File: config.mk
export PLATFORM = sky130hd
export DESIGN_NAME = conv_ctrl_fsm
export DESIGN_NICKNAME = d
export VERILOG_FILES = /design/src/rtl/conv_pkg.sv /design/src/rtl/run_timer.sv /design/src/rtl/conv_ctrl_fsm.sv
export SDC_FILE = /design/constraint.sdc
export NUM_CORES = 1
export LEC_CHECK = 0
export BUFFER_PORTS_ARGS = -buffer_cell sky130_fd_sc_hd__buf_2
export CORE_AREA = 2 2 98 100
export CTS_CLUSTER_SIZE = 25
export DETAILED_ROUTE_END_ITERATION = 7
export DIE_AREA = 0 0 100 102
export PLACE_DENSITY = 0.65
export SETUP_SLACK_MARGIN = 0.02
export SLEW_MARGIN = 15
export SYNTH_ARGS = -nofsm -noshare
export SYNTH_HDL_FRONTEND = slang
export SYNTH_HIERARCHICAL = 1
export SYNTH_SLANG_ARGS = --single-unit
File: constraint.sdc
create_clock -name clk -period 3.8 [get_ports clk]
set_input_delay 0.38 -clock clk [delete_from_list [all_inputs] [get_ports clk]]
set_output_delay 0.38 -clock clk [all_outputs]
set_load 0.02 [all_outputs]
File: src/rtl/conv_pkg.sv
// Shared encodings for the CNN accelerator command controller.
// Latency: n/a (constants and helpers only).
// Backpressure: n/a.
package conv_pkg;

    // Controller state register encoding
    localparam logic [1:0] ST_IDLE = 2'd0;
    localparam logic [1:0] ST_RUN  = 2'd1;
    localparam logic [1:0] ST_IRQ  = 2'd2;
    localparam logic [1:0] ST_ERR  = 2'd3;

    // Err_Cause codes
    localparam logic [1:0] ERR_NONE    = 2'b00;
    localparam logic [1:0] ERR_ILLEGAL = 2'b01;
    localparam logic [1:0] ERR_TIMEOUT = 2'b10;

    // Host acknowledge code used when the top is not overridden
    localparam logic [3:0] DEF_ACK_CODE = 4'b1111;

    // Width of an operation index; a single-op build still needs one bit
    function automatic int op_idx_w(input int num_ops);
        return (num_ops > 1) ? $clog2(num_ops) : 1;
    endfunction

endpackage

File: src/rtl/run_timer.sv
// Saturating RUN-cycle counter with timeout compare and run-length capture.
// Latency: expiry flag is combinational from the counter; Run_Cycles updates on the leave-RUN edge.
// Backpressure: none; driven purely by controller strobes every cycle.
module run_timer
    import conv_pkg::*;
#(
    parameter int TIMEOUT_W = 24
) (
    input  logic                 clk,
    input  logic                 rst,
    input  logic                 i_launch,
    input  logic                 i_running,
    input  logic                 i_leave,
    input  logic [TIMEOUT_W-1:0] i_limit,
    output logic                 o_expired,
    output logic [TIMEOUT_W-1:0] o_run_cycles
);

    localparam logic [TIMEOUT_W-1:0] CNT_MAX = '1;

    logic [TIMEOUT_W-1:0] r_run_cnt;
    logic [TIMEOUT_W-1:0] w_cnt_inc;

    // Saturating +1; reused both for counting and for the captured run length
    assign w_cnt_inc = (r_run_cnt == CNT_MAX) ? CNT_MAX : (r_run_cnt + TIMEOUT_W'(1));

    // The current cycle is the last allowed one when the count reaches limit-1
    assign o_expired = (i_limit != '0) && (r_run_cnt == (i_limit - TIMEOUT_W'(1)));

    // Count RUN cycles, restarting from zero on every launch
    always_ff @(posedge clk) begin
        if (rst) begin
            r_run_cnt <= '0;
        end else if (i_launch) begin
            r_run_cnt <= '0;
        end else if (i_running) begin
            r_run_cnt <= w_cnt_inc;
        end
    end

    // Capture the length of the run that is ending (includes the exit cycle)
    always_ff @(posedge clk) begin
        if (rst) begin
            o_run_cycles <= '0;
        end else if (i_leave) begin
            o_run_cycles <= w_cnt_inc;
        end
    end

endmodule

File: src/rtl/conv_ctrl_fsm.sv
// Command/interrupt controller: launches one of NUM_OPS operations, waits for completion, holds IRQ until acknowledged.
// Latency: launch pulses one cycle after Control is sampled; State lags the internal state by one cycle.
// Backpressure: none; Control is sampled every cycle and ignored outside IDLE/IRQ/ERR as appropriate.
module conv_ctrl_fsm
    import conv_pkg::*;
#(
    parameter int                  NUM_OPS   = 4,
    parameter int                  CTRL_W    = 4,
    parameter int                  TIMEOUT_W = 24,
    parameter logic [CTRL_W-1:0]   ACK_CODE  = CTRL_W'(DEF_ACK_CODE),
    parameter logic [NUM_OPS-1:0]  RD_MASK   = NUM_OPS'(4'b1111),
    parameter logic [NUM_OPS-1:0]  WR_MASK   = NUM_OPS'(4'b1110),
    parameter logic [NUM_OPS-1:0]  NEXT_MASK = NUM_OPS'(4'b0010)
) (
    input  logic                 clk,
    input  logic                 rst,
    input  logic [CTRL_W-1:0]    Control,
    input  logic [NUM_OPS-1:0]   Complete,
    input  logic [TIMEOUT_W-1:0] Timeout_Limit,
    output logic [CTRL_W-1:0]    State,
    output logic [NUM_OPS-1:0]   Sign,
    output logic                 DMA_read_valid,
    output logic                 DMA_write_valid,
    output logic                 Next_Reg,
    output logic [1:0]           Err_Cause,
    output logic [TIMEOUT_W-1:0] Run_Cycles
);

    localparam int OP_W = op_idx_w(NUM_OPS);

    logic [1:0]        r_state;
    logic [1:0]        w_next_state;
    logic [OP_W-1:0]   r_op_id;
    logic [OP_W-1:0]   w_launch_idx;
    logic [CTRL_W-1:0] w_state_code;

    logic w_cmd_launch;
    logic w_cmd_ack;
    logic w_cmd_none;
    logic w_op_done;
    logic w_expired;
    logic w_launch;
    logic w_leave_run;
    logic w_irq_ack;
    logic w_running;

    // Host command decode: 1..NUM_OPS launches op Control-1
    assign w_cmd_launch = (Control != '0) && (Control <= CTRL_W'(NUM_OPS));
    assign w_cmd_ack    = (Control == ACK_CODE);
    assign w_cmd_none   = (Control == '0);
    assign w_launch_idx = OP_W'(Control - CTRL_W'(1));

    // Only the active op's completion bit matters
    assign w_op_done = Complete[r_op_id];
    assign w_running = (r_state == ST_RUN);

    // Next-state selection; completion has priority over timeout in RUN
    always_comb begin
        w_next_state = r_state;
        case (r_state)
            ST_IDLE: begin
                if (w_cmd_launch) begin
                    w_next_state = ST_RUN;
                end else if (!(w_cmd_none || w_cmd_ack)) begin
                    w_next_state = ST_ERR;
                end
            end
            ST_RUN: begin
                if (w_op_done) begin
                    w_next_state = ST_IRQ;
                end else if (w_expired) begin
                    w_next_state = ST_ERR;
                end
            end
            default: begin
                // IRQ and ERR both wait for the host acknowledge
                if (w_cmd_ack) begin
                    w_next_state = ST_IDLE;
                end
            end
        endcase
    end

    assign w_launch    = (r_state == ST_IDLE) && (w_next_state == ST_RUN);
    assign w_leave_run = w_running && (w_next_state != ST_RUN);
    assign w_irq_ack   = (r_state == ST_IRQ) && (w_next_state == ST_IDLE);

    run_timer #(
        .TIMEOUT_W (TIMEOUT_W)
    ) u_run_timer (
        .clk          (clk),
        .rst          (rst),
        .i_launch     (w_launch),
        .i_running    (w_running),
        .i_leave      (w_leave_run),
        .i_limit      (Timeout_Limit),
        .o_expired    (w_expired),
        .o_run_cycles (Run_Cycles)
    );

    // State register and active op index (latched only at launch)
    always_ff @(posedge clk) begin
        if (rst) begin
            r_state <= ST_IDLE;
            r_op_id <= '0;
        end else begin
            r_state <= w_next_state;
            if (w_launch) begin
                r_op_id <= w_launch_idx;
            end
        end
    end

    // Error cause: set on entry to ERR, cleared when the host acknowledges it
    always_ff @(posedge clk) begin
        if (rst) begin
            Err_Cause <= ERR_NONE;
        end else if ((r_state == ST_IDLE) && (w_next_state == ST_ERR)) begin
            Err_Cause <= ERR_ILLEGAL;
        end else if (w_running && (w_next_state == ST_ERR)) begin
            Err_Cause <= ERR_TIMEOUT;
        end else if ((r_state == ST_ERR) && (w_next_state == ST_IDLE)) begin
            Err_Cause <= ERR_NONE;
        end
    end

    // Status code presented to the host for the current state
    always_comb begin
        w_state_code = '0;
        case (r_state)
            ST_RUN:  w_state_code = CTRL_W'(r_op_id) + CTRL_W'(1);
            ST_IRQ:  w_state_code = ACK_CODE;
            ST_ERR:  w_state_code = ACK_CODE - CTRL_W'(1);
            default: w_state_code = '0;
        endcase
    end

    // Register the status code so State is glitch-free toward the host
    always_ff @(posedge clk) begin
        if (rst) begin
            State <= '0;
        end else begin
            State <= w_state_code;
        end
    end

    // One-cycle launch pulses: one-hot Sign plus per-op DMA enables
    always_ff @(posedge clk) begin
        if (rst || !w_launch) begin
            Sign            <= '0;
            DMA_read_valid  <= 1'b0;
            DMA_write_valid <= 1'b0;
        end else begin
            Sign            <= NUM_OPS'(1) << w_launch_idx;
            DMA_read_valid  <= RD_MASK[w_launch_idx];
            DMA_write_valid <= WR_MASK[w_launch_idx];
        end
    end

    // Advance pulse only when a NEXT-capable op is acknowledged from IRQ
    always_ff @(posedge clk) begin
        if (rst) begin
            Next_Reg <= 1'b0;
        end else begin
            Next_Reg <= w_irq_ack && NEXT_MASK[r_op_id];
        end
    end

endmodule
After elaboration in Yosys (flattened, before gate mapping)

Index checks and enable logic that the tools add are counted.

Equal/unequal tests: 9
Add/sub/neg operators: 4
Reduce and logical (&&, ||, !) cells: 21
Shifts and indexed selects: 1
$lt $le $gt $ge: 3
Multiplexer cells: 19

Operator list:

| cell                  | count |
|---|---|
| $add 24x1->24 const B | 1 |
| $eq 24x24->1          | 1 |
| $eq 24x24->1 const B  | 1 |
| $mux 24               | 1 |
| $reduce_bool 24->1    | 1 |
| $sub 24x1->24 const B | 1 |
| $mux 2                | 7 |
| $pmux 4 s3            | 1 |
| $logic_and 1x1->1     | 9 |
| $bmux 1 s2            | 4 |
| $eq 2x2->1 const B    | 3 |
| $lt 2x3->1 const B    | 2 |
| $mux 1                | 5 |
| $eq 2x1->1 const B    | 2 |
| $eq 4x4->1 const B    | 1 |
| $le 4x3->1 const B    | 1 |
| $logic_not 2->1       | 2 |
| $logic_not 4->1       | 1 |
| $pmux 2 s2            | 1 |
| $reduce_bool 4->1     | 1 |
| $reduce_or 2->1       | 2 |
| $shl 1x2->4 const A   | 1 |
| $add 2x1->3 const B   | 1 |
| $reduce_bool 3->1     | 1 |
| 5 further kinds       | 6 |

Output and inout port bits: 37
Logic and storage cells: 68
Bits of input ports: 34
Flip-flop bits (word level): 65

Logic depth before layout (Yosys ltp)

Gate-level depths: netlist of the first run.

Word-level depth: 11
Depth in mapped cells: 15
Gate-level depth less buffers: 14

Cells and area by module

The synthesis of the first run kept the hierarchy.

By module, submodules not included:

| module        | cells an instance | instances | area each (um^2) |
|---|---|---|---|
| run_timer     | 425               | 1         | 3266.9 |
| conv_ctrl_fsm | 79                | 1         | 765.7 |

Worst setup path after synthesis of the first run

No wires, ideal clock.

Path type: input port to flip-flop
From: in Timeout_Limit[10]
To: reg u_run_timer.o_run_cycles[12]
Path buffers: 3
Stages: 13
Required time: 3.709 ns
Arrival: 3.294 ns
Slack: 0.415 ns
Cells stage by stage: buf_6 nor4_4 nand3_4 or3_1 a21oi_1 or4b_1 nor4_2 o21ai_0 inv_1 clkbuf_1 clkbuf_1 nor2_1 a311oi_1

Cells in the longest elaborated chain, start to end: 8
Elaborated cells between the ends (all ways): 9
Classes of those cells: 1 x add/sub; 2 x eq/ne; 3 x mux; 3 x reduce/logical

Ends and longest elaborated chain:

| what                 | RTL line            | source |
|---|---|---|
| from (decl)          | conv_ctrl_fsm.sv:19 | `input logic [TIMEOUT_W-1:0] Timeout_Limit,` |
| $sub 24x1->24        | run_timer.sv:28     | `assign o_expired = (i_limit != '0) && (r_run_cnt == (i_limit - TIMEOUT_W'(1)));` |
| $eq 24x24->1         | run_timer.sv:28     |  |
| $logic_and 1x1->1 *  | run_timer.sv:28     |  |
| net w_expired        | conv_ctrl_fsm.sv:41 | `logic w_expired;` |
| $mux 2 *             | conv_ctrl_fsm.sv:71 | `end else if (w_expired) begin` |
| $mux 2 *             | conv_ctrl_fsm.sv:69 | `if (w_op_done) begin` |
| $pmux 2 s2 *         | conv_ctrl_fsm.sv:60 | `case (r_state)` |
| $ne 2x1->1 *         | conv_ctrl_fsm.sv:85 | `assign w_leave_run = w_running && (w_next_state != ST_RUN);` |
| $logic_and 1x1->1 *  | conv_ctrl_fsm.sv:85 |  |
| net w_leave_run      | conv_ctrl_fsm.sv:43 | `logic w_leave_run;` |
| to (signal assigned) | run_timer.sv:46     | `o_run_cycles <= w_cnt_inc;` |
| to (decl)            | run_timer.sv:16     | `output logic [TIMEOUT_W-1:0] o_run_cycles` |

Mark *: on every way through the listed nets, which the timed path passes. The rest lies on a longest branch.
A chain may end at the register's enable or synchronous reset.

Final worst setup path of the first run

From: in Timeout_Limit[2]
To: reg u_run_timer.o_run_cycles[23]

The elaborated chain is that of the path after synthesis.

==> flow_summary.json, run 1 <==
{
  "reg2reg_setup_slack_ns": 0.74,
  "drt_iter0_drc": 250,
  "die_y_um": 102,
  "synth_edf_count": 0,
  "async_flop_share_pct": 0,
  "n_antenna_cell": 0,
  "multi_input_area_um2": 2519,
  "reg2reg_to": "u_run_timer/o_run_cycles[23]",
  "finalHoldViolations": 0,
  "worstSetupPathType": "in -> reg",
  "detailed_place_hpwl_um": 7719,
  "path_cells": "buf_2 -> nor4_1 -> nand2_2 -> or3_1 -> a21oi_1 -> or4b_1 -> nor4_2 -> o21ai_0 -> inv_1 -> buf_12 -> nor2_1 -> nor2_1 -> o21ai_0 -> a41oi_1",
  "routabilityCongestion": 0.9150,
  "timing.rr.start": "u_run_timer/r_run_cnt[11]",
  "grt.total_usage_pct": 20.71,
  "postCtsSetupRepairBufs": 0,
  "cpPeakStageDelay_ns": 0.50,
  "post_drt_wl_per_cell_um": 15.54,
  "fillers": 910,
  "finalPower_mw": 1.769,
  "synth_fp_nets": 545,
  "yosys.area.top_type": "dfxtp_1",
  "yosysSeqAreaShare_pct": 32.27,
  "critPathTopFamily": "simple AND/OR/NAND/NOR gates",
  "r2r_cells": 12,
  "whs_path_depth": 2,
  "portBuffers": 70,
  "p_leak_nw": 1.713,
  "cp_max_fo": 46,
  "fin_cells": 671,
  "post-place-cells": 655,
  "synth_top_area_share_pct": 32.27,
  "period_minus_slack_ns": 3.301,
  "rows": 35,
  "numCtsBuffers": 9,
  "max_freq_ghz": 0.3029,
  "fin_tns_setup_ns": 0,
  "numClockSinks": 65,
  "hold_end": "Sign[2]",
  "ys_ff_latch": 65,
  "cp.buffers_inverters": 3,
  "viasPerCell": 5.718,
  "grt_pass1_wl_um": 16860,
  "grt_pass1_vias": 3365,
  "hold_class": "in -> reg",
  "synthFlopType": "dfxtp_1",
  "drv_slew": 0,
  "cts_root_buffer": "clkbuf_8",
  "die_area_um2": 10200,
  "syn_avg_cell_area_um2": 8.001,
  "critPathLaunchType": "primary input",
  "cp_slowest_cell": "nor4_1",
  "cp-end-kind": "flip-flop",
  "die_w_um": 100,
  "regArea_um2": 1301,
  "grt_max_degree": 47,
  "fin_nets": 596,
  "syn-instance-count": 504,
  "area_delta_synth_final_pct": 15.05,
  "antenna_found_initial": 0,
  "required_ns": 4.05,
  "drc": 0,
  "clock_skew_ns": 0.01193,
  "clock_latency_ns": 0.34,
  "max_cap_violations": 0,
  "vias": 3837,
  "cp_data_arrival_time_ns": 3.55,
  "core-area_um2": 9109,
  "clockBufferDepth": 2,
  "ys_types": 65,
  "grt_setup_unrepaired": "false",
  "status": "complete, no violations",
  "start_util_pct": 44.27,
  "fin_crit_sh_pct": 86.87,
  "drt-total-wl_um": 10420,
  "cts_resized": 0,
  "htree_levels": 3,
  "holdCritStartpoint": "Control[0]",
  "overflow": 0,
  "peakVddDrop_mv": 0.1903,
  "ios": 71,
  "synth_area_um2": 4033,
  "setup_viol": 0,
  "power.density_nw_per_um2": 381.2,
  "crit_path_start": "Timeout_Limit[2]",
  "drive_gt1_share_pct": 20.54,
  "cts.reportedPaths.clkPinSlew_ns": 0.07,
  "slew_headroom_pct": 49.90,
  "hold_buffers": 0,
  "yosysWarnings": 6,
  "ant_nets": 0,
  "firstDrtPassIters": 5,
  "worstMarginPinSlew_ns": 0.7507,
  "synth.area.top_cells": "dfxtp_1 (32%), xnor2_1 (6.7%), nor2_1 (5.4%)",
  "cts_tree": "done"
}
-- how the worst max path moves through the flow --
stage,to,cells past startpoint,slack [ns]
6_report,u_run_timer/o_run_cycles[23],14,0.50
5_1_grt,u_run_timer/o_run_cycles[23],14,0.20
4_1_cts,u_run_timer/o_run_cycles[5],12,0.53
3_5_place_dp,u_run_timer/o_run_cycles[5],12,0.17
3_3_place_gp,u_run_timer/o_run_cycles[23],14,0.20
2_1_floorplan,u_run_timer/o_run_cycles[12],13,0.41
-- worst register-to-register path, delay by kind of cell (launching register included) --
family / cells / cell delay, ns
AO/OA/AOI/OAI: 4 / 0.59
AND/OR/NAND/NOR: 5 / 1.25
buffers and inverters: 2 / 0.44
flip-flops: 1 / 0.50
XOR/XNOR: 1 / 0.20
-- area by class of cell --
cell class,count,area share (%)
Clock inverter,5,1.699
Inverter,18,1.456
Multi-Input combinational cell,387,54.29
Tap cell,111,2.994
Timing Repair Buffer,74,8.468
Clock buffer,11,3.047
Sequential cell,65,28.05
-- per-layer routing --
layer	up-vias	part of all wire, %	track usage [%]
met5	-	0	0
met4	0	1.2	5.479
met3	10	5.3	4.172
met2	111	44	30.77
met1	1774	50	30.63
li1	1942	-	-
-- logic make-up after synthesis --
kind of cell	share of synthesized area, %
simple gates	30.41
buf+inv	5.274
fa+ha+maj	2.172
mux	2.854
flops	32.27
compound gates	17.69
xor+xnor	9.339
-- metrics by stage --
step | util [%] | instance area, um^2 | hold slack [ns] | setup slack (ns)
CTS | 50.93 | 4639 | 0.3233 | 0.5252
detailed placement | 48.52 | 4419 | 0.4785 | 0.1719
global placement | 48.52 | 4419 | 0.4729 | 0.1992
floorplan | - | 4033 | 0.4593 | 0.4148
finish | 50.93 | 4639 | 0.3318 | 0.4989
global route | 50.93 | 4639 | 0.3097 | 0.1960
-- where the power goes --
| part | switching, mW | internal (mW) | leakage (nW) |
|---|---|---|---|
| Clock | 0.261 | 0.386 | 0.113 |
| Sequential | 0.0422 | 0.728 | 0.529 |
| Combinational | 0.217 | 0.134 | 1.07 |
-- synth_stat cells, types with 9 or more instances --
| master | number |
|---|---|
| xor2_1 | 12 |
| a311oi_1 | 18 |
| xnor2_1 | 31 |
| inv_1 | 18 |
| nor2_1 | 58 |
| nand4_1 | 11 |
| nor3_1 | 27 |
| dfxtp_1 | 65 |
| a211oi_1 | 13 |
| nor4_1 | 9 |
| o21ai_0 | 20 |
| nand2_1 | 30 |
| nand3_1 | 19 |
| a21oi_1 | 24 |
| clkbuf_1 | 30 |
-- placed cells by master, fill, tap and decap left out, types with 9 or more instances in the layout --
cell and n:
buf_2 70, dfxtp_1 65, nor2_1 58, xnor2_1 31, nand2_1 30, nor3_1 27, a21oi_1 24, o21ai_0 20
nand3_1 19, inv_1 18, a311oi_1 18, a211oi_1 13, xor2_1 12, nand4_1 11, clkbuf_8 10, nor4_1 9
-- flip-flops by register name, summed over array words and instances (netlist names) --
| name | count |
|---|---|
| Sign | 4 |
| u_run_timer/r_run_cnt | 24 |
| Err_Cause | 2 |
| DMA_read_valid | 1 |
| r_state | 2 |
| State | 4 |
| DMA_write_valid | 1 |
| Next_Reg | 1 |
| u_run_timer/o_run_cycles | 24 |
| r_op_id | 2 |
Note: power is estimated with default switching activity, not from simulation.
==> inputs of run 2 (changes only) <==
--- a/config.mk
+++ b/config.mk
@@ -6,11 +6,12 @@
 export NUM_CORES = 1
 export LEC_CHECK = 0
 export BUFFER_PORTS_ARGS = -buffer_cell sky130_fd_sc_hd__buf_2
-export CORE_AREA = 2 2 98 100
+export CORE_AREA = 8 8 95 97
 export CTS_CLUSTER_SIZE = 25
 export DETAILED_ROUTE_END_ITERATION = 7
-export DIE_AREA = 0 0 100 102
-export PLACE_DENSITY = 0.65
+export DIE_AREA = 0 0 103 105
+export PLACE_DENSITY = 0.77
+export RECOVER_POWER = 50
 export SETUP_SLACK_MARGIN = 0.02
 export SLEW_MARGIN = 15
 export SYNTH_ARGS = -nofsm -noshare
==> run 2 against run 1 <==
Against the previous run:
- the run now ends with capacitance limit, slew limit left
- design area decreased by 2.7%
- wire length increased by 2.1%
- clock skew decreased by 0.0055 ns
- flip-flop and latch count unchanged
- via count increased by 1.1%
- sequential share of layout area increased by 0.78 points
- utilization increased by 9.0 points
- die area increased by 6.0%
- count of clock-buffer cells in the layout decreased by 1
- final cell count decreased by 1.3%
- largest power group unchanged
- sequential power about the same
==> flow_summary.json, run 2 (synthesized netlist as in run 1, its figures left out) <==
{
  "status": "finished, violations left",
  "violations": "capacitance limit, slew limit",
  "path_cells": "buf_2 -> nor4_1 -> nand2_2 -> or3_1 -> a21oi_1 -> or4b_1 -> nor4_2 -> o21ai_0 -> inv_1 -> buf_12 -> nor3b_1 -> nor4_1",
  "drt-total-wl_um": 10640,
  "cp.buffers_inverters": 3,
  "hold_class": "in -> reg",
  "clock_latency_ns": 0.34,
  "firstDrtPassIters": 5,
  "p_leak_nw": 1.520,
  "fin_tns_setup_ns": 0,
  "numClockSinks": 65,
  "layout_commonest_cell": "dfxtp_1",
  "hold_buffers": 0,
  "grt_pass1_vias": 3652,
  "viasPerCell": 5.861,
  "max_cap_violations": 2,
  "n_antenna_cell": 0,
  "critPathTopFamily": "simple AND/OR/NAND/NOR gates",
  "detailed_place_hpwl_um": 7914,
  "routabilityCongestion": 0.8873,
  "die_y_um": 105,
  "r2r_cells": 8,
  "setup_viol": 0,
  "area_delta_synth_final_pct": 11.95,
  "finalHoldViolations": 0,
  "peakVddDrop_mv": 0.1506,
  "crit_cells": 12,
  "drc": 0,
  "ant_nets": 0,
  "power.density_nw_per_um2": 357.4,
  "cp_slowest_cell": "nor4_1",
  "grt_max_degree": 48,
  "fin_crit_sh_pct": 91.43,
  "start_util_pct": 53.57,
  "htree_levels": 3,
  "die_w_um": 103,
  "cp_data_arrival_time_ns": 3.63,
  "critPathLaunchType": "primary input",
  "vias": 3880,
  "worstMarginPinSlew_ns": 1.601,
  "final_cell_mix": "dfxtp_1 (65), nor2_1 (58), clkbuf_1 (40)",
  "numCtsBuffers": 9,
  "required_ns": 3.95,
  "drv_slew": 80,
  "reg.largest.list": "u_run_timer/o_run_cycles x24, u_run_timer/r_run_cnt x24",
  "slew_headroom_pct": -6.722,
  "regArea_um2": 1301,
  "whs_ns": 0.3349,
  "whs_path_depth": 2,
  "postCtsSetupRepairBufs": 0,
  "worstSetupPathType": "in -> reg",
  "grt.total_usage_pct": 19.55,
  "period_minus_slack_ns": 3.474,
  "overflow": 0,
  "fillers": 742,
  "fin_nets": 596,
  "grt_pass1_wl_um": 17270,
  "clockBufferDepth": 2,
  "cts_root_buffer": "clkbuf_8",
  "cpPeakStageDelay_ns": 0.55,
  "clock_skew_ns": 0.006384,
  "multi_input_area_um2": 2514,
  "crit_top_cell": "nor4_1",
  "post_drt_wl_per_cell_um": 16.08,
  "drive_gt1_share_pct": 13.39,
  "cp-end-kind": "flip-flop",
  "grt_setup_unrepaired": "false",
  "place_ws_ns": 0.1396,
  "die_area_um2": 10820,
  "ios": 71,
  "timing.final.ws_setup_ns": 0.3258,
  "antenna_found_initial": 0,
  "cp_max_fo": 47,
  "rows": 32,
  "cts.reportedPaths.clkPinSlew_ns": 0.07,
  "max_freq_ghz": 0.2878,
  "core-area_um2": 7527,
  "portBuffers": 70,
  "cts_resized": 0,
  "drt_iter0_drc": 327,
  "cts_tree": "done"
}
-- run 2: changes by cell type in the layout (fill, tap and decap cells not counted), moves of 2 or more --
cell / delta
buf_2: -38
bufinv_16: -2
clkbuf_1: +39
clkinv_2: +2
clkinvlp_4: +2
-- run 2: layer usage --
metal	track usage, %	up-vias	wire length [um]
met3	4.048	20	638
met4	8.273	0	224
met1	25.86	1808	5013
li1	-	1936	-
met2	29.80	116	4767
met5	0	-	0
-- run 2: metrics by stage --
step           cell area, um^2  power [mW]  std cells  utilization, %
2_1_floorplan             4033       1.019        504               -
3_3_place_gp              4408       1.121        646           58.56
3_5_place_dp              4408       1.133        646           58.56
4_1_cts                   4571       1.626        662           60.72
5_1_grt                   4514       1.695        662           59.97
6_report                  4514       1.613        662           59.97
-- run 2: worst register-to-register path, delay by kind of cell (launching register included) --
family / cells / cell delay [ns]
AO/OA/AOI/OAI: 1 / 0.34
buffers and inverters: 4 / 1.67
AND/OR/NAND/NOR: 3 / 0.62
flip-flops: 1 / 0.49
-- run 2: final timing paths --
check | endpoint | start | slack, ns
max | u_run_timer/o_run_cycles[22] | Timeout_Limit[2] | 0.33
max reg2reg | u_run_timer/o_run_cycles[22] | r_state[0] | 0.49
min | Sign[0] | Control[0] | 0.33
min reg2reg | u_run_timer/o_run_cycles[17] | u_run_timer/o_run_cycles[17] | 0.49
-- run 2: cell type report --
type	count	share of cell area, %
Multi-Input combinational cell	387	55.68
Sequential cell	65	28.82
Timing Repair Buffer	74	7.567
Clock buffer	10	2.827
Tap cell	102	2.827
Inverter	18	1.497
Clock inverter	6	0.7761
-- run 2: power breakdown --
group	switching [mW]	total (mW)	internal [mW]
combinational	0.219	0.343	0.124
sequential	0.0427	0.771	0.728
clock	0.268	0.500	0.232
==> inputs of run 3 (changes only) <==
--- a/config.mk
+++ b/config.mk
@@ -12,6 +12,7 @@
 export DIE_AREA = 0 0 103 105
 export PLACE_DENSITY = 0.77
 export RECOVER_POWER = 50
+export REMOVE_ABC_BUFFERS = 1
 export SETUP_SLACK_MARGIN = 0.02
 export SLEW_MARGIN = 15
 export SYNTH_ARGS = -nofsm -noshare
==> run 3 against run 2 <==
Against the previous run:
- the flow now finishes without violations
- sequential share of layout area is 0.25 points lower
- global-route usage decreased by 0.54 points
- total power up 4.3%
- combinational power down 1%
- count of clock-buffer cells in the layout did not move
- critical path depth is 1 higher
- wire length fell by 4.3%
==> flow_summary.json, run 3 (synthesized netlist as in run 1, its figures left out) <==
{
  "drt-total-wl_um": 10180,
  "reg.largest.list": "u_run_timer/o_run_cycles x24, u_run_timer/r_run_cnt x24",
  "r2r_cells": 11,
  "core-area_um2": 7527,
  "fin_crit_sh_pct": 86.84,
  "firstDrtPassIters": 4,
  "viasPerCell": 5.804,
  "routabilityCongestion": 0.8954,
  "power.density_nw_per_um2": 369.3,
  "finalHoldViolations": 0,
  "cts_tree": "done",
  "clock_skew_ns": 0.009417,
  "regArea_um2": 1301,
  "clock_latency_ns": 0.33,
  "grt_pass1_wl_um": 16990,
  "period_minus_slack_ns": 3.300,
  "numCtsBuffers": 9,
  "reg2reg_setup_slack_ns": 0.77,
  "ant_nets": 0,
  "final_area_um2": 4554,
  "grt.total_usage_pct": 19.01,
  "holdCritStartpoint": "Control[0]",
  "die_y_um": 105,
  "drc": 0,
  "layout_commonest_cell": "dfxtp_1",
  "die_area_um2": 10820,
  "timing.rr.start": "u_run_timer/r_run_cnt[11]",
  "drt_iter0_drc": 303,
  "setup_viol": 0,
  "die_w_um": 103,
  "grt_setup_unrepaired": "false",
  "p_leak_nw": 1.545,
  "hold_buffers": 0,
  "required_ns": 3.98,
  "cp-end-kind": "flip-flop",
  "peakVddDrop_mv": 0.2035,
  "hold_class": "in -> reg",
  "rows": 32,
  "worstMarginPinSlew_ns": 0.9790,
  "cts_root_buffer": "clkbuf_8",
  "portBuffers": 70,
  "cts_resized": 0,
  "fin_nets": 597,
  "cp_max_fo": 12,
  "n_antenna_cell": 0,
  "vias": 3848,
  "drive_gt1_share_pct": 13.73,
  "multi_input_area_um2": 2514,
  "finalPower_mw": 1.682,
  "post_drt_wl_per_cell_um": 15.36,
  "whs_path_depth": 2,
  "start_util_pct": 53.57,
  "cp_data_arrival_time_ns": 3.48,
  "ios": 71,
  "fin_tns_setup_ns": 0,
  "grt_max_degree": 37,
  "area_delta_synth_final_pct": 12.94,
  "status": "complete, no violations",
  "post_dp_cell_area_um2": 4415,
  "max_cap_violations": 0,
  "overflow": 0,
  "hold_end": "Sign[2]",
  "worstSetupPathType": "in -> reg",
  "critPathLaunchType": "primary input",
  "reg2reg_to": "u_run_timer/o_run_cycles[22]",
  "postCtsSetupRepairBufs": 0,
  "slew_headroom_pct": 34.73,
  "clockBufferDepth": 2,
  "antenna_found_initial": 0,
  "cts.reportedPaths.clkPinSlew_ns": 0.07,
  "drv_slew": 0,
  "final_cell_mix": "dfxtp_1 (65), nor2_1 (58), clkbuf_1 (39)",
  "numClockSinks": 65,
  "grt_pass1_vias": 3612,
  "detailed_place_hpwl_um": 7757,
  "htree_levels": 3,
  "max_freq_ghz": 0.3030,
  "fillers": 718
}
run 3: worst max-delay path: stages:
cell	delay, ns
buf_2	0.14
nor4_1	0.48
nand2_2	0.21
or3_1	0.39
a21oi_1	0.15
or4b_1	0.46
nor4_2	0.36
o21ai_0	0.17
inv_1	0.18
buf_4	0.19
nand2b_1	0.08
nor4_1	0.19
nor4_1	0.08
run 3: how the worst max path moves through the flow:
stage | slack [ns] | startpoint | cells after the start | end
after detailed placement | 0.23 | Timeout_Limit[2] | 13 | u_run_timer/o_run_cycles[22]
after floorplan | 0.22 | Timeout_Limit[1] | 11 | u_run_timer/o_run_cycles[23]
after global routing | 0.17 | Timeout_Limit[0] | 15 | u_run_timer/o_run_cycles[22]
final | 0.50 | Timeout_Limit[2] | 13 | u_run_timer/o_run_cycles[22]
after CTS | 0.60 | Timeout_Limit[2] | 13 | u_run_timer/o_run_cycles[22]
after global placement | 0.32 | Timeout_Limit[0] | 15 | u_run_timer/o_run_cycles[22]
run 3: final cells by class:
type | count | share of cell area (%)
well taps | 102 | 2.802
repair buffers | 75 | 7.665
inverters | 18 | 1.484
flip-flops and latches | 65 | 28.57
multi-input cells | 387 | 55.19
clock buffers | 10 | 3.022
clock inverters | 6 | 1.264
run 3: layer usage:
metal	part of all wire (%)	global-route usage [%]	vias up	routed length (um)
met1	47	25.60	1764	4793
met5	0	0	-	0
li1	-	-	1933	-
met2	44	29.11	139	4459
met4	1.2	7.963	0	120
met3	8.0	3.052	12	811
run 3: power breakdown:
part	total, mW	internal [mW]	switching, mW	leakage (nW)
logic	0.338	0.126	0.212	0.914
clock network	0.574	0.316	0.258	0.102
registers	0.770	0.728	0.0420	0.529
total	1.68	1.17	0.512	1.54
run 3: metrics by stage:
| step | hold slack, ns | cells | setup WS [ns] | util, % |
|---|---|---|---|---|
| floorplan | 0.4491 | 470 | 0.2178 | - |
| global placement | 0.4684 | 647 | 0.3221 | 58.66 |
| detailed placement | 0.4758 | 647 | 0.2336 | 58.66 |
| CTS | 0.3296 | 663 | 0.5955 | 61.25 |
| global route | 0.3582 | 663 | 0.1745 | 60.51 |
| finish | 0.3479 | 663 | 0.5000 | 60.51 |
